## config.mk

```make
export PLATFORM = sky130hd
export DESIGN_NAME = tile_result_drain_flat
export DESIGN_NICKNAME = d
export VERILOG_FILES = /design/src/rtl/tile_result_drain_if.sv /design/src/rtl/tile_result_drain.sv /design/src/flat_wrapper.sv
export SDC_FILE = /design/constraint.sdc
export NUM_CORES = 1
export LEC_CHECK = 0
export BUFFER_PORTS_ARGS = -buffer_cell sky130_fd_sc_hd__clkbuf_2
export CAP_MARGIN = 5
export CORE_UTILIZATION = 47
export CTS_CLUSTER_DIAMETER = 30
export DETAILED_ROUTE_END_ITERATION = 7
export MAX_ROUTING_LAYER = met4
export PLACE_DENSITY = 0.8
export SETUP_SLACK_MARGIN = 0.05
export SLEW_MARGIN = 20
export SYNTH_ARGS = -nofsm -noshare
export SYNTH_HDL_FRONTEND = slang
export SYNTH_SLANG_ARGS = --single-unit
```

## constraint.sdc

```tcl
create_clock -name clk -period 6.23 [get_ports clk]
set_input_delay 1.5575 -clock clk [delete_from_list [all_inputs] [get_ports clk]]
set_output_delay 1.5575 -clock clk [all_outputs]
set_load 0.02 [all_outputs]
```

## src/rtl/tile_result_drain_if.sv

```systemverilog
// Read-port and output-stream bundle between the C result buffer, the drain engine and its consumer.
interface tile_result_drain_if #(
    parameter int unsigned N     = 16,
    parameter int unsigned ACC_W = 32,
    parameter int unsigned OUT_W = 16
);
    localparam int unsigned AW = (N > 1) ? $clog2(N) : 1;

    logic             rd_en;
    logic [AW-1:0]    rd_row;
    logic [AW-1:0]    rd_col;
    logic [ACC_W-1:0] rd_data;
    logic             m_valid;
    logic             m_ready;
    logic [OUT_W-1:0] m_data;
    logic             m_last_tile;
    logic             m_last;

    modport master (
        output rd_en, rd_row, rd_col, m_valid, m_data, m_last_tile, m_last,
        input  rd_data, m_ready
    );

    modport slave (
        input  rd_en, rd_row, rd_col, m_valid, m_data, m_last_tile, m_last,
        output rd_data, m_ready
    );
endinterface

```

## src/rtl/tile_result_drain.sv

```systemverilog
// Tile-order read-out of the NxN accumulator matrix with shift/saturate and a 2-entry output FIFO.
// Define DRAIN_ROUND_EN to round half-up before the shift instead of truncating.
module tile_result_drain #(
    parameter int unsigned N     = 16,
    parameter int unsigned TILE  = 4,
    parameter int unsigned ACC_W = 32,
    parameter int unsigned OUT_W = 16,
    parameter int unsigned SHIFT = 8
) (
    input  logic        clk,
    input  logic        rst,
    input  logic        start,
    output logic        busy,
    output logic        done,
    output logic [31:0] sat_count,
    tile_result_drain_if.master bus
);
    localparam int unsigned AW = (N > 1) ? $clog2(N) : 1;
    localparam int unsigned TW = (TILE > 1) ? $clog2(TILE) : 1;
    localparam int unsigned SW = ACC_W + 1;
    localparam logic signed [SW-1:0] SMAX = SW'((longint'(1) <<< (OUT_W - 1)) - 1);
    localparam logic signed [SW-1:0] SMIN = SW'(-(longint'(1) <<< (OUT_W - 1)));
`ifdef DRAIN_ROUND_EN
    localparam logic signed [SW-1:0] RND =
        (SHIFT == 0) ? '0 : (SW'(1) << ((SHIFT == 0) ? 0 : SHIFT - 1));
`endif

    generate
        if (N % TILE != 0) begin : g_bad_tile
            $error("tile_result_drain: N must be a multiple of TILE");
        end
        if (SHIFT >= ACC_W) begin : g_bad_shift
            $error("tile_result_drain: SHIFT must be below ACC_W");
        end
    endgenerate

    typedef enum logic [1:0] {IDLE, RUN, FLUSH} state_t;

    state_t           state;
    logic [AW-1:0]    tr, tc;
    logic [TW-1:0]    ti, tj;
    logic [1:0]       occ;
    logic             in_flight, fl_last_tile, fl_last;
    logic [OUT_W-1:0] skid_data;
    logic             skid_last_tile, skid_last;

    logic                 pop, push, issue, elem_last_tile, elem_last;
    logic [2:0]           load;
    logic [1:0]           occ_next;
    logic signed [SW-1:0] widened, scaled;
    logic                 sat_hi, sat_lo;
    logic [OUT_W-1:0]     conv;

    // Issue decision, FIFO bookkeeping and element conversion for the returning read.
    always_comb begin
        pop            = bus.m_valid && bus.m_ready;
        push           = in_flight;
        load           = 3'(occ) + 3'(in_flight) - 3'(pop);
        issue          = (state == RUN) && (load < 3'd2);
        occ_next       = 2'(3'(occ) + 3'(push) - 3'(pop));
        elem_last_tile = (ti == TW'(TILE - 1)) && (tj == TW'(TILE - 1));
        elem_last      = elem_last_tile && (tr == AW'(N - TILE)) && (tc == AW'(N - TILE));
        widened        = {bus.rd_data[ACC_W-1], bus.rd_data};
`ifdef DRAIN_ROUND_EN
        widened        = widened + RND;
`endif
        scaled         = widened >>> SHIFT;
        sat_hi         = scaled > SMAX;
        sat_lo         = scaled < SMIN;
        conv           = sat_hi ? SMAX[OUT_W-1:0] : (sat_lo ? SMIN[OUT_W-1:0] : scaled[OUT_W-1:0]);
    end

    assign bus.rd_en  = issue;
    assign bus.rd_row = tr + AW'(ti);
    assign bus.rd_col = tc + AW'(tj);

    always_ff @(posedge clk or posedge rst) begin
        if (rst) begin
            state           <= IDLE;
            busy            <= 1'b0;
            done            <= 1'b0;
            sat_count       <= '0;
            tr              <= '0;
            tc              <= '0;
            ti              <= '0;
            tj              <= '0;
            occ             <= '0;
            in_flight       <= 1'b0;
            fl_last_tile    <= 1'b0;
            fl_last         <= 1'b0;
            skid_data       <= '0;
            skid_last_tile  <= 1'b0;
            skid_last       <= 1'b0;
            bus.m_valid     <= 1'b0;
            bus.m_data      <= '0;
            bus.m_last_tile <= 1'b0;
            bus.m_last      <= 1'b0;
        end else begin
            done      <= 1'b0;
            in_flight <= issue;

            // Tile-order address walk: j fastest, then i, then tile column, then tile row.
            if (issue) begin
                fl_last_tile <= elem_last_tile;
                fl_last      <= elem_last;
                if (tj == TW'(TILE - 1)) begin
                    tj <= '0;
                    if (ti == TW'(TILE - 1)) begin
                        ti <= '0;
                        if (tc == AW'(N - TILE)) begin
                            tc <= '0;
                            tr <= tr + AW'(TILE);
                        end else begin
                            tc <= tc + AW'(TILE);
                        end
                    end else begin
                        ti <= ti + TW'(1);
                    end
                end else begin
                    tj <= tj + TW'(1);
                end
            end

            if (pop && occ == 2'd2) begin
                bus.m_data      <= skid_data;
                bus.m_last_tile <= skid_last_tile;
                bus.m_last      <= skid_last;
            end
            // Returning element lands in the first free slot after this cycle's pop.
            if (push) begin
                if ((occ - 2'(pop)) == 2'd0) begin
                    bus.m_data      <= conv;
                    bus.m_last_tile <= fl_last_tile;
                    bus.m_last      <= fl_last;
                end else begin
                    skid_data      <= conv;
                    skid_last_tile <= fl_last_tile;
                    skid_last      <= fl_last;
                end
            end
            occ         <= occ_next;
            bus.m_valid <= (occ_next != 2'd0);

            if (push && (sat_hi || sat_lo) && (sat_count != '1)) begin
                sat_count <= sat_count + 32'd1;
            end

            case (state)
                IDLE: begin
                    if (start) begin
                        state     <= RUN;
                        busy      <= 1'b1;
                        sat_count <= '0;
                        tr        <= '0;
                        tc        <= '0;
                        ti        <= '0;
                        tj        <= '0;
                    end
                end
                RUN: begin
                    if (issue && elem_last) begin
                        state <= FLUSH;
                    end
                end
                FLUSH: begin
                    if (occ_next == 2'd0) begin
                        state <= IDLE;
                        busy  <= 1'b0;
                        done  <= 1'b1;
                    end
                end
                default: begin
                    state <= IDLE;
                    busy  <= 1'b0;
                end
            endcase
        end
    end
endmodule

```

## src/flat_wrapper.sv

```systemverilog
// flat-port wrapper written by rule: the top's interface ports become plain ports
module tile_result_drain_flat 
#(
    parameter int unsigned N     = 16,
    parameter int unsigned TILE  = 4,
    parameter int unsigned ACC_W = 32,
    parameter int unsigned OUT_W = 16,
    parameter int unsigned SHIFT = 8
)
  (clk, rst, start, busy, done, sat_count, bus_rd_en, bus_rd_row, bus_rd_col, bus_m_valid, bus_m_data, bus_m_last_tile, bus_m_last, bus_rd_data, bus_m_ready);
  tile_result_drain_if #(.N(N), .ACC_W(ACC_W), .OUT_W(OUT_W)) bus_i ();
  input  logic clk;
  input  logic rst;
  input  logic start;
  output logic busy;
  output logic done;
  output logic [31:0] sat_count;
  output wire logic [$bits(bus_i.rd_en)-1:0] bus_rd_en;
  output wire logic [$bits(bus_i.rd_row)-1:0] bus_rd_row;
  output wire logic [$bits(bus_i.rd_col)-1:0] bus_rd_col;
  output wire logic [$bits(bus_i.m_valid)-1:0] bus_m_valid;
  output wire logic [$bits(bus_i.m_data)-1:0] bus_m_data;
  output wire logic [$bits(bus_i.m_last_tile)-1:0] bus_m_last_tile;
  output wire logic [$bits(bus_i.m_last)-1:0] bus_m_last;
  input wire logic [$bits(bus_i.rd_data)-1:0] bus_rd_data;
  input wire logic [$bits(bus_i.m_ready)-1:0] bus_m_ready;
  assign bus_rd_en = bus_i.rd_en;
  assign bus_rd_row = bus_i.rd_row;
  assign bus_rd_col = bus_i.rd_col;
  assign bus_m_valid = bus_i.m_valid;
  assign bus_m_data = bus_i.m_data;
  assign bus_m_last_tile = bus_i.m_last_tile;
  assign bus_m_last = bus_i.m_last;
  assign bus_i.rd_data = bus_rd_data;
  assign bus_i.m_ready = bus_m_ready;
  tile_result_drain #(.N(N), .TILE(TILE), .ACC_W(ACC_W), .OUT_W(OUT_W), .SHIFT(SHIFT)) u_core (.clk(clk), .rst(rst), .start(start), .busy(busy), .done(done), .sat_count(sat_count), .bus(bus_i));
endmodule
```

Word-level counts from Yosys, hierarchy flattened
Cells that the tools add are included.
Widths: inputs -> output; s select.
{"block": "totals", "ff_bits": 90, "output_inout_bits": 62}
{"block": "op_classes", "n_addsub": 10, "n_lt_le_gt_ge": 3, "eq_ne": 11, "muxes": 44, "bitwise": 2, "reduce_logical": 17}
{"op": "$mux 32", "count": 3}
{"op": "$mux 16", "count": 5}
{"op": "$mux 4", "count": 12}
{"op": "$add 32x1->32 const B", "count": 1}
{"op": "$ne 32x32->1 const B", "count": 1}
{"op": "$gt 24x16->1 const B", "count": 1}
{"op": "$lt 24x16->1 const B", "count": 1}
{"op": "$mux 2", "count": 12}
{"op": "$mux 1", "count": 10}
{"op": "$logic_and 1x1->1", "count": 9}
{"op": "$add 4x2->4", "count": 2}
{"op": "$add 4x3->4 const B", "count": 2}
{"op": "$eq 2x2->1 const B", "count": 4}
{"op": "$eq 4x4->1 const B", "count": 2}
{"op": "$logic_not 2->1", "count": 3}
{"op": "$pmux 2 s3", "count": 1}
{"op": "$reduce_and 3->1", "count": 2}
{"op": "$add 2x1->2 const B", "count": 2}
{"op": "$ne 2x2->1 const B", "count": 2}
{"op": "$add 2x1->3", "count": 1}
{"op": "$lt 3x2->1 const B", "count": 1}
{"op": "$pmux 1 s3", "count": 1}
{"op": "$sub 3x1->3", "count": 1}
{"op": "$eq 2x1->1 const B", "count": 1}
{"op": "6 further kinds", "count": 7}

Logic depth before layout (Yosys ltp)
Gate-level depths: netlist of the first run.
{"block": "logic_depth", "ltp_word": 7, "depth_mapped": 11}

Least setup slack after synthesis of the first run
Ideal clock, no wire load.
{"block": "synth_timing", "kind": "input -> output", "start": "in bus_m_ready", "end": "out bus_rd_en", "t_arrival_ns": 3.389, "t_required_ns": 4.672, "path_slack_ns": 1.283, "stages": 8, "n_path_buf": 1, "cell_sequence": "and2_1 -> ha_1 -> inv_1 -> ha_1 -> fa_1 -> nor3b_1 -> nor2b_1 -> clkbuf_1"}
{"block": "synth_via", "elab_chain_len": 4}
{"element": "start: declaration", "line_no": "flat_wrapper.sv:26", "rtl": "input wire logic [$bits(bus_i.m_ready)-1:0] bus_m_ready;"}
{"element": "$logic_and 1x1->1", "line_no": "tile_result_drain.sv:56", "rtl": "pop = bus.m_valid && bus.m_ready;"}
{"element": "$sub 3x1->3"}
{"element": "net u_core.load[1]", "line_no": "tile_result_drain.sv:48", "rtl": "logic [2:0] load;"}
{"element": "$lt 3x2->1", "line_no": "tile_result_drain.sv:59", "rtl": "issue = (state == RUN) && (load < 3'd2);"}
{"element": "$logic_and 1x1->1", "line_no": "tile_result_drain.sv:59"}
{"element": "end: declaration", "line_no": "flat_wrapper.sv:18", "rtl": "output wire logic [$bits(bus_i.rd_en)-1:0] bus_rd_en;"}
The timed path passes the listed nets, and every way through them passes these cells.

Final worst setup path of the first run
Same ends and word-level chain as after synthesis.

==> results of run 1 <==
==> cell families after synthesis <==
family	share of synthesized area [%]
simple gates	20.1
compound gates	17.8
flops	47.6
buf+inv	4.30
mux	5.60
fa+ha+maj	3.84
xor+xnor	0.758
==> state kept, by name, summed over array words and instances (netlist names), 2 cells and up <==
name / cells
u_core.tr: 2
u_core.skid_data: 16
u_core.ti: 2
u_core.bus.m_data: 16
u_core.tc: 4
u_core.occ: 2
u_core.sat_count: 32
u_core.state: 2
u_core.tj: 2
==> power breakdown <==
part	internal, µW	leakage (µW)	switching [µW]	total, µW
Sequential	707	0.00116	91.7	799
Combinational	257	0.00121	446	703
Clock	169	0.0000882	210	379
Total	1130	0.00246	748	1880
==> layout make-up <==
| type | instances | area (µm²) | share of cell area, % |
|---|---|---|---|
| Clock buffer | 11 | 151 | 2.84 |
| Clock inverter | 5 | 40.0 | 0.750 |
| Inverter | 16 | 61.3 | 1.15 |
| Multi-Input combinational cell | 337 | 2230 | 41.9 |
| Sequential cell | 88 | 2200 | 41.3 |
| Tap cell | 129 | 161 | 3.02 |
| Timing Repair Buffer | 94 | 487 | 9.12 |
==> worst register-to-register path: stages, from the launching register on <==
cell      delay, ns
dfrtp_1        0.38
and2_1         0.17
ha_1           0.29
inv_1          0.08
ha_1           0.21
fa_1           0.49
nor3b_1        0.24
nand4b_1       0.28
nor2_1         0.31
nand2_1        0.14
a31o_2         0.26
==> per-layer routing <==
metal	vias to the layer above	GRT usage, %	wire, µm
li1	1870	-	-
met2	102	35.7	4970
met5	-	-	0
met3	8	4.55	611
met1	1913	28.5	4850
met4	0	5.69	79
==> worst paths after layout <==
| check | from | to | slack [ns] | depth (start not counted) |
|---|---|---|---|---|
| hold / removal | u_core.skid_data[10] | u_core.skid_data[10] | 0.49 | 2 |
| max in group asynchronous | rst | u_core.bus.m_data[7] | 3.86 | 3 |
| min in group asynchronous | rst | u_core.sat_count[4] | 1.27 | 2 |
| hold reg to reg | u_core.skid_data[10] | u_core.skid_data[10] | 0.49 | 2 |
| setup reg to reg | u_core.bus.m_valid | u_core.state[0] | 3.27 | 10 |
| setup / recovery | bus_m_ready | bus_rd_en | 0.76 | 9 |
==> through the flow <==
stage	hold slack, ns	total power, µW	worst slack [ns]	cells	util (%)
after CTS	0.489	1890	0.760	680	56.9
after detailed placement	0.467	1520	0.755	664	54.9
final	0.486	1880	0.757	680	56.9
after global routing	0.511	2010	0.670	680	56.9
after global placement	0.459	1460	0.873	663	54.7
after floorplan	0.446	1300	1.28	466	-
==> cells in the final DEF, fill, tap and decap left out, types with 5 or more instances in the layout <==
cell type	Yosys	layout
o31ai_1	20	20
or3_1	7	7
a21oi_2	10	10
and4_1	5	5
nor2_1	25	25
inv_1	16	15
mux2_2	15	15
clkbuf_8	0	11
nand2_1	52	52
ha_1	11	11
nand4_1	10	10
a21oi_1	22	22
dfrtp_1	88	88
nand3_1	18	18
clkbuf_2	1	89
mux2i_1	9	9
or4_1	22	22
o21ai_0	58	58
==> results by group, run 1 <==
Drt
  • Aggregate routed wire length: 10.5 mm
  • Vias: 3893
  • 1st-iter DRT viols: 179
  • DR pass1 iterations: 4
  • Antenna viol nets, final: 0
  • Vias per std cell: 5.73
  • Residual DRC count: 0
  • WL/cell: 15.5 µm

GRT
  • Global-route wire length before repair: 17.5 mm
  • Antenna violations before repair: 0
  • Vias in the first global route: 3713
  • GRT Util Overall: 22.1%
  • Largest net degree at the start of global routing: 48
  • Overflow after GRT: 0

Clock network
  • Clock Path Buffers: 2
  • Latest clock arrival within the worst-skew pair: 0.35 ns
  • Clock-pin transition on the worst setup and hold timing paths: 0.09 ns
  • Clock sink count: 88
  • CTS buffer count: 9
  • Hold Buf Count CTS: 0
  • Post-cts resize count: 0
  • CTS tree: done
  • Setup repair bufs after CTS: 0
  • H-tree Lvls: 3
  • CTS root buf: clkbuf_8

Pwr
  • Maximum VDD drop: 148 µV
  • P_leak: 0.00246 µW
  • PwrDens: 352 nW/µm²

STA
  • Final setup vio count: 0
  • Rel. slew slack: 33.5%
  • Worst Skew: 0.0145 ns
  • RSZ-0062 raised after global routing: no
  • Final period utilization: 87.8%
  • Count of final hold-check violations: 0
  • Final worst path period need: 5.47 ns
  • Slew Limit Fails: 0
  • Worst-Margin Slew: 0.995 ns
  • Fmax: 183 MHz
  • Setup TNS: 0 ns

Critical path
  • Crit-path max FO: 8
  • Slowest stage delay, CP: 0.55 ns
  • Worst path top cell family by delay: adder cells
  • Arrival time of the worst setup path: 3.92 ns
  • Critical Path, Cell by Cell: clkbuf_2, and2_1, ha_1, inv_1, ha_1, fa_1, nor3b_1, nor2b_1, clkbuf_2
  • Critical path type: in -> out
  • Bufs and invs on worst path: 3
  • Worst path required time: 4.67 ns
  • Nature of the critical path endpoint: primary output
  • Critical-path top delay cell: nor2b_1
  • Startpoint Class: input port

Die
  • Row count: 35
  • Die W: 101 µm
  • Initial cell density of the core: 49.3%
  • Core Area: 9370 µm²
  • Height of the die: 101 µm
  • Die area: 10200 µm²
  • Top Ports: 98

Synthesis
  • Part of the Yosys area used for sequential elements: 47.6%
  • Post-synth top area cell: dfrtp_1
  • Cells after Synth: 466
  • Largest cells by area after synthesis: dfrtp_1 (48%), o21ai_0 (6.3%), nand2_1 (4.2%), mux2_2 (3.7%), or4_1 (3.6%)
  • Library cells used by synthesis: 51
  • Synth Register Bits: 88
  • YS warnings: 0
  • Top-count cell post-synth: dfrtp_1
  • Top cells by count, synth: dfrtp_1 (88), o21ai_0 (58), nand2_1 (52)
  • Mean Syn Cell Area: 9.92 µm²
  • Post-synth ARST share: 100%
  • Cell Area, Synth: 4620 µm²
  • Syn nets: 515
  • Ys flop type: dfrtp_1
  • Post-synth EDFFs: 0
  • Post-synth top area share: 47.6%

Finish
  • Final instance area: 5340 µm²
  • Ant diodes: 0
  • Synth-to-Final Area Change: 15.4%
  • Filler cell count: 864
  • Share of layout cells above drive strength 1: 27.4%
  • Nets@finish: 595

Placement
  • Dpl hpwl: 7.40 mm
  • Cell area after placement: 5140 µm²
  • Port-buffer cells: 89
  • Gpl congestion: 0.837

Flow run
  • Max_cap viols: 0

Outcome
  • Status: completed

Min path
  • HP Class: reg -> reg
Power figures use the tool's default switching activity.
==> inputs of run 2 (changes only) <==
--- a/config.mk
+++ b/config.mk
@@ -8,8 +8,10 @@
 export BUFFER_PORTS_ARGS = -buffer_cell sky130_fd_sc_hd__clkbuf_2
 export CAP_MARGIN = 5
 export CORE_UTILIZATION = 47
+export CTS_BUF_LIST = sky130_fd_sc_hd__clkbuf_4
 export CTS_CLUSTER_DIAMETER = 30
 export DETAILED_ROUTE_END_ITERATION = 7
+export GPL_ROUTABILITY_DRIVEN = 0
 export MAX_ROUTING_LAYER = met4
 export PLACE_DENSITY = 0.8
 export SETUP_SLACK_MARGIN = 0.05
==> run 2 against run 1 <==
Cell count stayed put. Non-clock buffer count stayed put. Global-route usage hardly changed. Die area stayed put. Register-to-register slack hardly changed. Critical path depth stayed put. Largest cell class unchanged.
==> results by group, run 2 (same netlist as run 1, synthesis figures left out) <==
Drt
  • Vias per std cell: 5.72
  • Residual DRC count: 0
  • Vias: 3892
  • DR pass1 iterations: 4
  • WL/cell: 15.4 µm
  • Antenna viol nets, final: 0
  • Aggregate routed wire length: 10.5 mm
  • 1st-iter DRT viols: 171

Critical path
  • Bufs and invs on worst path: 3
  • Crit-path max FO: 8
  • Worst path required time: 4.67 ns
  • Arrival time of the worst setup path: 3.92 ns
  • Worst path top cell family by delay: adder cells
  • Critical path type: in -> out
  • Startpoint Class: input port
  • Slowest stage delay, CP: 0.55 ns
  • Critical-path top delay cell: nor2b_1
  • Nature of the critical path endpoint: primary output
  • Critical Path, Cell by Cell: clkbuf_2, and2_1, ha_1, inv_1, ha_1, fa_1, nor3b_1, nor2b_1, clkbuf_2

Die
  • Height of the die: 101 µm
  • Initial cell density of the core: 49.3%
  • Row count: 35
  • Die area: 10200 µm²
  • Top Ports: 98
  • Core Area: 9370 µm²
  • Die W: 101 µm

Finish
  • Reg area: 2200 µm²
  • Share of layout cells above drive strength 1: 27.0%
  • Most frequent cells in the layout: clkbuf_2 (89), dfrtp_1 (88), o21ai_0 (58), nand2_1 (52), nor2_1 (25)
  • Synth-to-Final Area Change: 13.8%
  • Ant diodes: 0
  • Nets@finish: 595
  • Area occupied by multi-input gates: 2230 µm²
  • Commonest non-fill, non-tap cell in the layout: clkbuf_2
  • Filler cell count: 877
  • Reg with most FFs: u_core.sat_count
  • Max reg flops: 32
  • Biggest regs: u_core.sat_count x32, u_core.bus.m_data x16, u_core.skid_data x16

Pwr
  • Switch share: 41.4%
  • Switch Pwr: 737 µW
  • Maximum VDD drop: 137 µV
  • Power share of the clock group: 15.9%
  • P_leak: 0.00243 µW
  • Comb power frac: 39.4%
  • Sequential share of power: 44.8%
  • PwrDens: 339 nW/µm²
  • Cell-internal power: 1040 µW
  • Total power: 1780 µW

Clock network
  • Latest clock arrival within the worst-skew pair: 0.43 ns
  • CTS tree: done
  • Clock-pin transition on the worst setup and hold timing paths: 0.15 ns
  • Setup repair bufs after CTS: 0
  • Clock sink count: 88
  • CTS root buf: clkbuf_4
  • Post-cts resize count: 0
  • CTS buffer count: 9
  • H-tree Lvls: 3
  • Hold Buf Count CTS: 0
  • Clock Path Buffers: 2

STA
  • Final setup vio count: 0
  • Setup TNS: 0 ns
  • Worst Skew: 0.0225 ns
  • Final worst path period need: 5.48 ns
  • Slew Limit Fails: 0
  • WHS: 0.495 ns
  • RSZ-0062 raised after global routing: no
  • Final period utilization: 87.9%
  • Rel. slew slack: 34.4%
  • Worst-Margin Slew: 0.982 ns
  • Count of final hold-check violations: 0
  • Fmax: 183 MHz

GRT
  • Global-route wire length before repair: 17.5 mm
  • Vias in the first global route: 3725
  • Antenna violations before repair: 0
  • Overflow after GRT: 0
  • Largest net degree at the start of global routing: 48
  • GRT Util Overall: 22.1%

Placement
  • Port-buffer cells: 89
  • Dpl hpwl: 7.40 mm

Outcome
  • Status: completed

Flow run
  • Max_cap viols: 0

Min path
  • HP Class: reg -> reg
==> run 2: cell types whose count changed in the layout (fill, tap and decap cells not counted) <==
cell      delta
clkbuf_4     +9
clkinv_1     +2
clkbuf_8    -11
==> run 2: layer usage <==
metal,global-route usage [%],part of all wire [%]
met5,-,0
met4,5.35,0.93
met2,35.8,47
met1,28.3,46
met3,4.76,5.7
==> run 2: path summary, 6_finish.rpt <==
kind	endpoint	start	cells past startpoint	slack (ns)
setup / recovery	bus_rd_en	bus_m_ready	9	0.75
hold reg to reg	u_core.skid_data[9]	u_core.skid_data[9]	2	0.49
max in group asynchronous	u_core.skid_data[1]	rst	3	3.95
setup reg to reg	u_core.state[0]	u_core.bus.m_valid	10	3.27
hold / removal	u_core.skid_data[9]	u_core.skid_data[9]	2	0.49
min in group asynchronous	u_core.sat_count[4]	rst	2	1.19
==> run 2: final cells by class <==
class / count / area share, %
Sequential cell: 88 / 41.9
Timing Repair Buffer: 94 / 9.25
Multi-Input combinational cell: 337 / 42.5
Clock inverter: 7 / 0.904
Tap cell: 129 / 3.07
Inverter: 16 / 1.17
Clock buffer: 9 / 1.28
==> run 2: worst register-to-register path, stage by stage (launching register included) <==
cell	delay (ns)
dfrtp_1	0.40
and2_1	0.17
ha_1	0.29
inv_1	0.08
ha_1	0.21
fa_1	0.49
nor3b_1	0.24
nand4b_1	0.28
nor2_1	0.31
nand2_1	0.14
a31o_2	0.26
==> run 2: power groups by stage <==
stage / Clock (µW) / Sequential, µW / Combinational [µW]
2_1_floorplan: 0 / 868 / 434
3_3_place_gp: 0 / 797 / 666
3_5_place_dp: 0 / 810 / 708
4_1_cts: 291 / 797 / 710
5_1_grt: 313 / 813 / 785
6_report: 283 / 797 / 702
==> run 2: per-stage QoR <==
step / std cells / cell area [µm²] / util (%) / setup WS, ns
after CTS: 680 / 5260 / 56.1 / 0.760
final: 680 / 5260 / 56.1 / 0.754
after detailed placement: 664 / 5140 / 54.9 / 0.755
after global placement: 663 / 5130 / 54.7 / 0.873
after global routing: 680 / 5260 / 56.1 / 0.670
after floorplan: 466 / 4620 / - / 1.28
